## config.mk

```make
export PLATFORM = sky130hd
export DESIGN_NAME = wb_arbiter
export DESIGN_NICKNAME = d
export VERILOG_FILES = /design/src/rtl/wb_arbiter.sv
export SDC_FILE = /design/constraint.sdc
export NUM_CORES = 1
export LEC_CHECK = 0
export ABC_CLOCK_PERIOD_IN_PS = 11300
export BUFFER_PORTS_ARGS = -buffer_cell sky130_fd_sc_hd__buf_2
export CELL_PAD_IN_SITES_DETAIL_PLACEMENT = 0
export CELL_PAD_IN_SITES_GLOBAL_PLACEMENT = 1
export CORE_MARGIN = 2
export CORE_UTILIZATION = 42
export CTS_CLUSTER_DIAMETER = 50
export DETAILED_ROUTE_END_ITERATION = 8
export GPL_TIMING_DRIVEN = 1
export PLACE_DENSITY_LB_ADDON = 0.1
export SYNTH_ARGS = -nofsm -noshare
export SYNTH_HDL_FRONTEND = slang
export SYNTH_SLANG_ARGS = --single-unit
```

## constraint.sdc

```tcl
create_clock -name clk -period 11.3 [get_ports clk]
set_input_delay 1.13 -clock clk [delete_from_list [all_inputs] [get_ports clk]]
set_output_delay 1.13 -clock clk [all_outputs]
set_load 0.05 [all_outputs]
```

## src/rtl/wb_arbiter.sv

```systemverilog
// -----------------------------------------------------------------------------
// wb_arbiter
//   Register-file write-back arbiter for five functional units (ALU, MEM, MUL,
//   DIV, JUMP). Each FU owns one holding buffer. A handshake loads the buffer
//   at the clock edge. Each cycle, one buffered entry is selected
//   combinationally from buffer state, and that entry drives the write port.
//   Selection is round-robin when RR_EN=1 and fixed priority (index 0 highest)
//   when RR_EN=0. A handshake with rd=0 is accepted and dropped.
//
// Ports
//   clk        : sole clock, rising edge
//   rst        : synchronous reset, active low
//   req_valid  : [4:0]   per-FU result valid
//   req_rd     : [24:0]  packed destination regs, [5i+4:5i] for FU i
//   req_data   : [159:0] packed result data, [32i+31:32i] for FU i
//   req_ready  : [4:0]   per-FU accept
//   wb_we      : register-file write enable
//   wb_rd      : [4:0]   write address
//   wb_data    : [31:0]  write data
//   wb_fu      : [2:0]   granted FU index, 7 when idle
//   pending    : [31:0]  registers targeted by buffered entries (bit 0 always 0)
// -----------------------------------------------------------------------------
module wb_arbiter #(
    parameter int RR_EN = 1
) (
    input  logic         clk,
    input  logic         rst,
    input  logic [4:0]   req_valid,
    input  logic [24:0]  req_rd,
    input  logic [159:0] req_data,
    output logic [4:0]   req_ready,
    output logic         wb_we,
    output logic [4:0]   wb_rd,
    output logic [31:0]  wb_data,
    output logic [2:0]   wb_fu,
    output logic [31:0]  pending
);

    localparam int unsigned NFU = 5;

    logic [NFU-1:0] v;
    logic [4:0]     rd_q   [NFU];
    logic [31:0]    data_q [NFU];
    logic [2:0]     ptr;

    logic [NFU-1:0] grant;
    logic [2:0]     gidx;
    logic           gany;
    logic [3:0]     cand;
    logic [NFU-1:0] waw_block;
    logic [NFU-1:0] load;

    // Grant selection. The search starts at ptr in round-robin mode and at 0
    // in fixed-priority mode. While reset is held, nothing is granted, so
    // buffered results are discarded without being written.
    always_comb begin
        grant = '0;
        gidx  = '0;
        gany  = 1'b0;
        cand  = '0;
        if (rst) begin
            for (int unsigned off = 0; off < NFU; off++) begin
                cand = (RR_EN != 0) ? ({1'b0, ptr} + off[3:0]) : off[3:0];
                if (cand >= 4'd5)
                    cand = cand - 4'd5;
                if (!gany && v[cand[2:0]]) begin
                    gany = 1'b1;
                    gidx = cand[2:0];
                end
            end
        end
        if (gany)
            grant[gidx] = 1'b1;
    end

    // Write port and pending scoreboard
    always_comb begin
        wb_we   = gany;
        wb_rd   = '0;
        wb_data = '0;
        wb_fu   = 3'd7;
        if (gany) begin
            wb_rd   = rd_q[gidx];
            wb_data = data_q[gidx];
            wb_fu   = gidx;
        end
        pending = '0;
        if (rst) begin
            for (int unsigned i = 0; i < NFU; i++) begin
                if (v[i])
                    pending[rd_q[i]] = 1'b1;
            end
        end
        pending[0] = 1'b0;
    end

    // WAW protection. An incoming rd may not overlap a buffered entry that
    // stays buffered past this cycle. When two FUs present the same rd in the
    // same cycle, the lower index has precedence.
    always_comb begin
        waw_block = '0;
        req_ready = '0;
        load      = '0;
        for (int unsigned i = 0; i < NFU; i++) begin
            for (int unsigned j = 0; j < NFU; j++) begin
                if (j != i && v[j] && !grant[j] && rd_q[j] == req_rd[5*i +: 5])
                    waw_block[i] = 1'b1;
                if (j < i && req_valid[j] && req_rd[5*j +: 5] == req_rd[5*i +: 5])
                    waw_block[i] = 1'b1;
            end
            if (req_rd[5*i +: 5] == 5'd0)
                waw_block[i] = 1'b0;
            req_ready[i] = rst & (~v[i] | grant[i]) & ~waw_block[i];
            load[i]      = req_valid[i] & req_ready[i] & (req_rd[5*i +: 5] != 5'd0);
        end
    end

    // A refill takes precedence over the grant-clear of the same buffer. The
    // old entry is still written this cycle through the combinational grant.
    always_ff @(posedge clk) begin
        if (!rst) begin
            v   <= '0;
            ptr <= '0;
        end else begin
            for (int unsigned i = 0; i < NFU; i++) begin
                if (load[i]) begin
                    v[i]      <= 1'b1;
                    rd_q[i]   <= req_rd[5*i +: 5];
                    data_q[i] <= req_data[32*i +: 32];
                end else if (grant[i]) begin
                    v[i] <= 1'b0;
                end
            end
            if (RR_EN != 0 && gany)
                ptr <= (gidx == 3'd4) ? 3'd0 : gidx + 3'd1;
        end
    end

endmodule

```

==> flow_metrics.py <==
metrics = {
    "hold_path": {
        "worst_hold_path_type": "flop to flop",
        "hold_path_startpoint": "ptr[1]$_SDFFE_PN0P_",
    },
    "clock_tree": {
        "master_cell_of_the_clock_root_buffer": "sky130_fd_sc_hd__clkbuf_16",
        "cts_made_buffers": 17,
        "tritoncts": "yes",
        "cts_setup_buffers": 0,
        "number_of_levels_the_h_tree_was_split_into": 4,
        "quantity_of_hold_fixing_buffers_added_after_cts": 0,
        "clk-insertion-delay-late_ps": 440,
        "post_cts_resize_count": 0,
        "cts-root-to-sink-buffers": 2,
        "sink_count": 193,
        "cts.reportedPaths.clkPinSlew_ps": 80,
    },
    "global_routing": {
        "pin_count_of_the_biggest_net_entering_global_routing": 65,
        "groute.usage.overall_pct": 26.59,
        "number_of_global_route_vias_before_repair": 10145,
        "first_pass_grt_wire_length_mm": 61.60,
        "globalRoute.totalOverflow": 0,
        "antenna_found_initial": 7,
    },
    "yosys": {
        "ys.warnings.count": 0,
        "synth-edff-count": 185,
        "yosys.cell_types.count": 83,
        "seq_area_frac_synth_pct": 46.98,
        "ys_ff_latch": 193,
        "post_synthesis_mux_area_share_pct": 6.499,
        "synthCells": 1164,
        "synth_compound_area_share_pct": 14.15,
        "ys_dominant_reg_cell": "sky130_fd_sc_hd__edfxtp_1",
        "synth_adder_area_share_pct": 1.193,
        "post_synthesis_instance_area_um2": 12170,
        "synth_top_family_by_area": "simple AND/OR/NAND/NOR gates",
        "post_synth_xor_area_fraction_pct": 11.09,
        "synthSimpleGateAreaFrac_pct": 15.99,
        "synthArstFlopShare_pct": 0,
        "synthesized_net_count": 1367,
        "syn_avg_cell_area_um2": 10.45,
    },
    "place": {
        "dp_slack_ps": 4960,
        "gp_congestion": 0.8873,
        "placement.io_buffers": 268,
        "dp_hpwl_mm": 28.25,
        "standard_cell_area_after_detailed_placement_um2": 13680,
    },
    "timing": {
        "fin_crit_sh_pct": 60.69,
        "setup_viol": 0,
        "final.hold.worst_slack_ps": 705.0,
        "min_period_ps": 6858,
        "tns_ps": 0,
        "grt_setup_unrepaired": "false",
        "fmax_mhz": 145.8,
        "final-hold-violation-count": 0,
        "skew_ps": 11.50,
        "worst_slew_pin_slew_ps": 1076,
        "finalWorstSetupSlack_ps": 4442,
        "report.final.slew_viol_count": 0,
        "slew_headroom_pct": 28.26,
    },
    "setup_path": {
        "cp_data_required_time_ps": 10170,
        "cp-start-kind": "flop",
        "crit_path_kind": "flop to output port",
        "setup.worst_path.start": "ptr[0]$_SDFFE_PN0P_",
        "critical_path.max_fanout": 40,
        "arrival_ps": 5730,
        "worstReg2RegStart": "ptr[0]$_SDFFE_PN0P_",
        "cp-end-kind": "output port",
    },
    "die": {
        "die_w_um": 174.2,
        "rows": 62,
        "die-area_um2": 30350,
        "coreArea_um2": 28630,
        "io_pins": 270,
        "chipHeight_um": 174.2,
        "initial_core_util_pct": 42.50,
    },
    "drt": {
        "routed_via_density": 5.830,
        "dr.first_iter.drc_count": 848,
        "drt-pass1-iter-count": 5,
        "detail_route.wirelength_mm": 40.57,
        "drc": 0,
        "avgRoutedWirePerCell_um": 23.01,
        "vias": 10278,
        "detail-route-antenna-nets": 0,
    },
    "cells_and_area": {
        "final_layout_size_suffix_gt1_share_pct": 28.33,
        "design.final.nets": 1563,
        "finalInstanceArea_um2": 14290,
        "area_delta_synth_final_pct": 17.45,
    },
    "pwr": {
        "cellLeakagePower_nw": 5.242,
        "vdd.ir_drop.worst_mv": 0.1996,
        "ratio_of_total_power_to_cell_area_nw_per_um2": 249.1,
    },
    "run_status": {
        "outcome": "completed",
    },
    "run": {
        "drv_cap": 0,
    },
}
==> Yosys cell counts (10+ instances only) <==
cell type / instances / share of area, %
sky130_fd_sc_hd__a21oi_1: 55 / 2.3
sky130_fd_sc_hd__buf_2: 11 / 0.45
sky130_fd_sc_hd__mux2i_1: 37 / 3.0
sky130_fd_sc_hd__nor3_1: 57 / 2.3
sky130_fd_sc_hd__and3_1: 11 / 0.57
sky130_fd_sc_hd__nor4_1: 18 / 0.93
sky130_fd_sc_hd__nor2_1: 106 / 3.3
sky130_fd_sc_hd__nand3b_1: 26 / 1.6
sky130_fd_sc_hd__xor2_1: 99 / 7.1
sky130_fd_sc_hd__edfxtp_1: 185 / 46
sky130_fd_sc_hd__nand2_1: 53 / 1.6
sky130_fd_sc_hd__o21ai_0: 11 / 0.45
sky130_fd_sc_hd__or3b_2: 16 / 1.2
sky130_fd_sc_hd__o22ai_1: 68 / 3.5
sky130_fd_sc_hd__ha_1: 10 / 1.0
sky130_fd_sc_hd__o221ai_1: 40 / 2.9
sky130_fd_sc_hd__mux2_2: 28 / 2.6
sky130_fd_sc_hd__nand3_1: 39 / 1.6
sky130_fd_sc_hd__xnor2_1: 55 / 4.0
sky130_fd_sc_hd__clkbuf_1: 78 / 2.4
==> area by class of cell <==
class                           instances  area (µm²)
Clock buffer                           17       425.4
Multi-Input combinational cell        856        6007
Clock inverter                         15       168.9
Antenna cell                            6       15.01
Inverter                               13       53.80
Fill cell                            2684       14340
Sequential cell                       193        5715
Tap cell                              384       480.5
Timing Repair Buffer                  279        1424
==> placed cells by master, fill, tap and decap left out, types with 6 or more instances in the layout <==
master / Yosys / routed
sky130_fd_sc_hd__ha_1: 10 / 10
sky130_fd_sc_hd__nand3_1: 39 / 39
sky130_fd_sc_hd__nor4_1: 18 / 18
sky130_fd_sc_hd__edfxtp_1: 185 / 185
sky130_fd_sc_hd__nor2_1: 106 / 102
sky130_fd_sc_hd__buf_2: 11 / 268
sky130_fd_sc_hd__a211oi_1: 7 / 7
sky130_fd_sc_hd__buf_4: 6 / 11
sky130_fd_sc_hd__diode_2: 0 / 6
sky130_fd_sc_hd__a21oi_1: 55 / 54
sky130_fd_sc_hd__nand2b_1: 9 / 9
sky130_fd_sc_hd__nand3b_1: 26 / 26
sky130_fd_sc_hd__nand2_1: 53 / 52
sky130_fd_sc_hd__mux2i_1: 37 / 37
sky130_fd_sc_hd__o21ai_0: 11 / 11
sky130_fd_sc_hd__mux2_2: 28 / 28
sky130_fd_sc_hd__nor2b_1: 6 / 6
sky130_fd_sc_hd__clkbuf_16: 0 / 17
sky130_fd_sc_hd__nand4_1: 9 / 9
sky130_fd_sc_hd__and3_1: 11 / 10
sky130_fd_sc_hd__o22ai_1: 68 / 68
sky130_fd_sc_hd__o221ai_1: 40 / 40
sky130_fd_sc_hd__dfxtp_1: 8 / 8
sky130_fd_sc_hd__a31oi_1: 9 / 9
sky130_fd_sc_hd__or3_1: 7 / 7
sky130_fd_sc_hd__or3b_2: 16 / 16
sky130_fd_sc_hd__xor2_1: 99 / 99
sky130_fd_sc_hd__inv_1: 9 / 9
sky130_fd_sc_hd__xnor2_1: 55 / 55
sky130_fd_sc_hd__nor3_1: 57 / 57
==> worst paths after layout <==
check                         end  slack [ps]  cells past startpoint
max                  req_ready[2]        4440                     17
min reg2reg   ptr[1]$_SDFFE_PN0P_         700                      2
min           ptr[1]$_SDFFE_PN0P_         700                      2
max reg2reg  rd_q[0][0]$_DFFE_PP_        5280                     16
==> flip-flops by register name, indices dropped and copies added, names as in the netlist <==
signal  flops
data_q    160
rd_q       25
v           5
ptr         3
==> kinds of logic (layout without fill, tap and decap cells) <==
family | Yosys count | in the layout
AO/OA/AOI/OAI | 241 | 241
XOR/XNOR | 154 | 154
adder cells (fa/ha/maj) | 11 | 11
buffers and inverters | 115 | 324
flip-flops | 193 | 193
multiplexers | 72 | 72
other | 1 | 7
AND/OR/NAND/NOR | 377 | 377
==> power breakdown <==
part / total (W) / internal (W) / switching (W) / leakage (nW)
Combinational: 0.00202 / 0.000599 / 0.00142 / 3.18
Clock: 0.000606 / 0.000314 / 0.000292 / 0.280
Sequential: 0.000936 / 0.000869 / 0.0000672 / 1.78
Total: 0.00356 / 0.00178 / 0.00178 / 5.24
==> worst max-delay path, cell delays in order (launching register included) <==
cell	delay, ps
sky130_fd_sc_hd__dfxtp_1	310
sky130_fd_sc_hd__buf_4	370
sky130_fd_sc_hd__inv_2	180
sky130_fd_sc_hd__ha_1	290
sky130_fd_sc_hd__ha_1	540
sky130_fd_sc_hd__nand2_1	120
sky130_fd_sc_hd__o22ai_2	120
sky130_fd_sc_hd__xnor2_1	180
sky130_fd_sc_hd__mux2_4	360
sky130_fd_sc_hd__or3_1	440
sky130_fd_sc_hd__a221o_1	330
sky130_fd_sc_hd__a41oi_2	410
sky130_fd_sc_hd__nand2_2	210
sky130_fd_sc_hd__buf_4	340
sky130_fd_sc_hd__a311oi_2	330
sky130_fd_sc_hd__o21ai_1	100
sky130_fd_sc_hd__a21oi_1	270
sky130_fd_sc_hd__buf_2	340
==> layer usage <==
layer / GRT usage [%] / wire length (µm)
met2: 44.64 / 19800
met3: 5.709 / 2962
met5: 0 / 11
met4: 7.493 / 811
met1: 34.67 / 16990
==> metrics by stage <==
step                utilization, %  cells  power, W
global placement             47.79   1725  0.002967
global route                 49.90   1760  0.003744
finish                       49.92   1763  0.003559
floorplan                        -   1164  0.002465
detailed placement           47.79   1725  0.002969
CTS                          49.87   1757  0.003571
(Power assumes the default switching activity.)
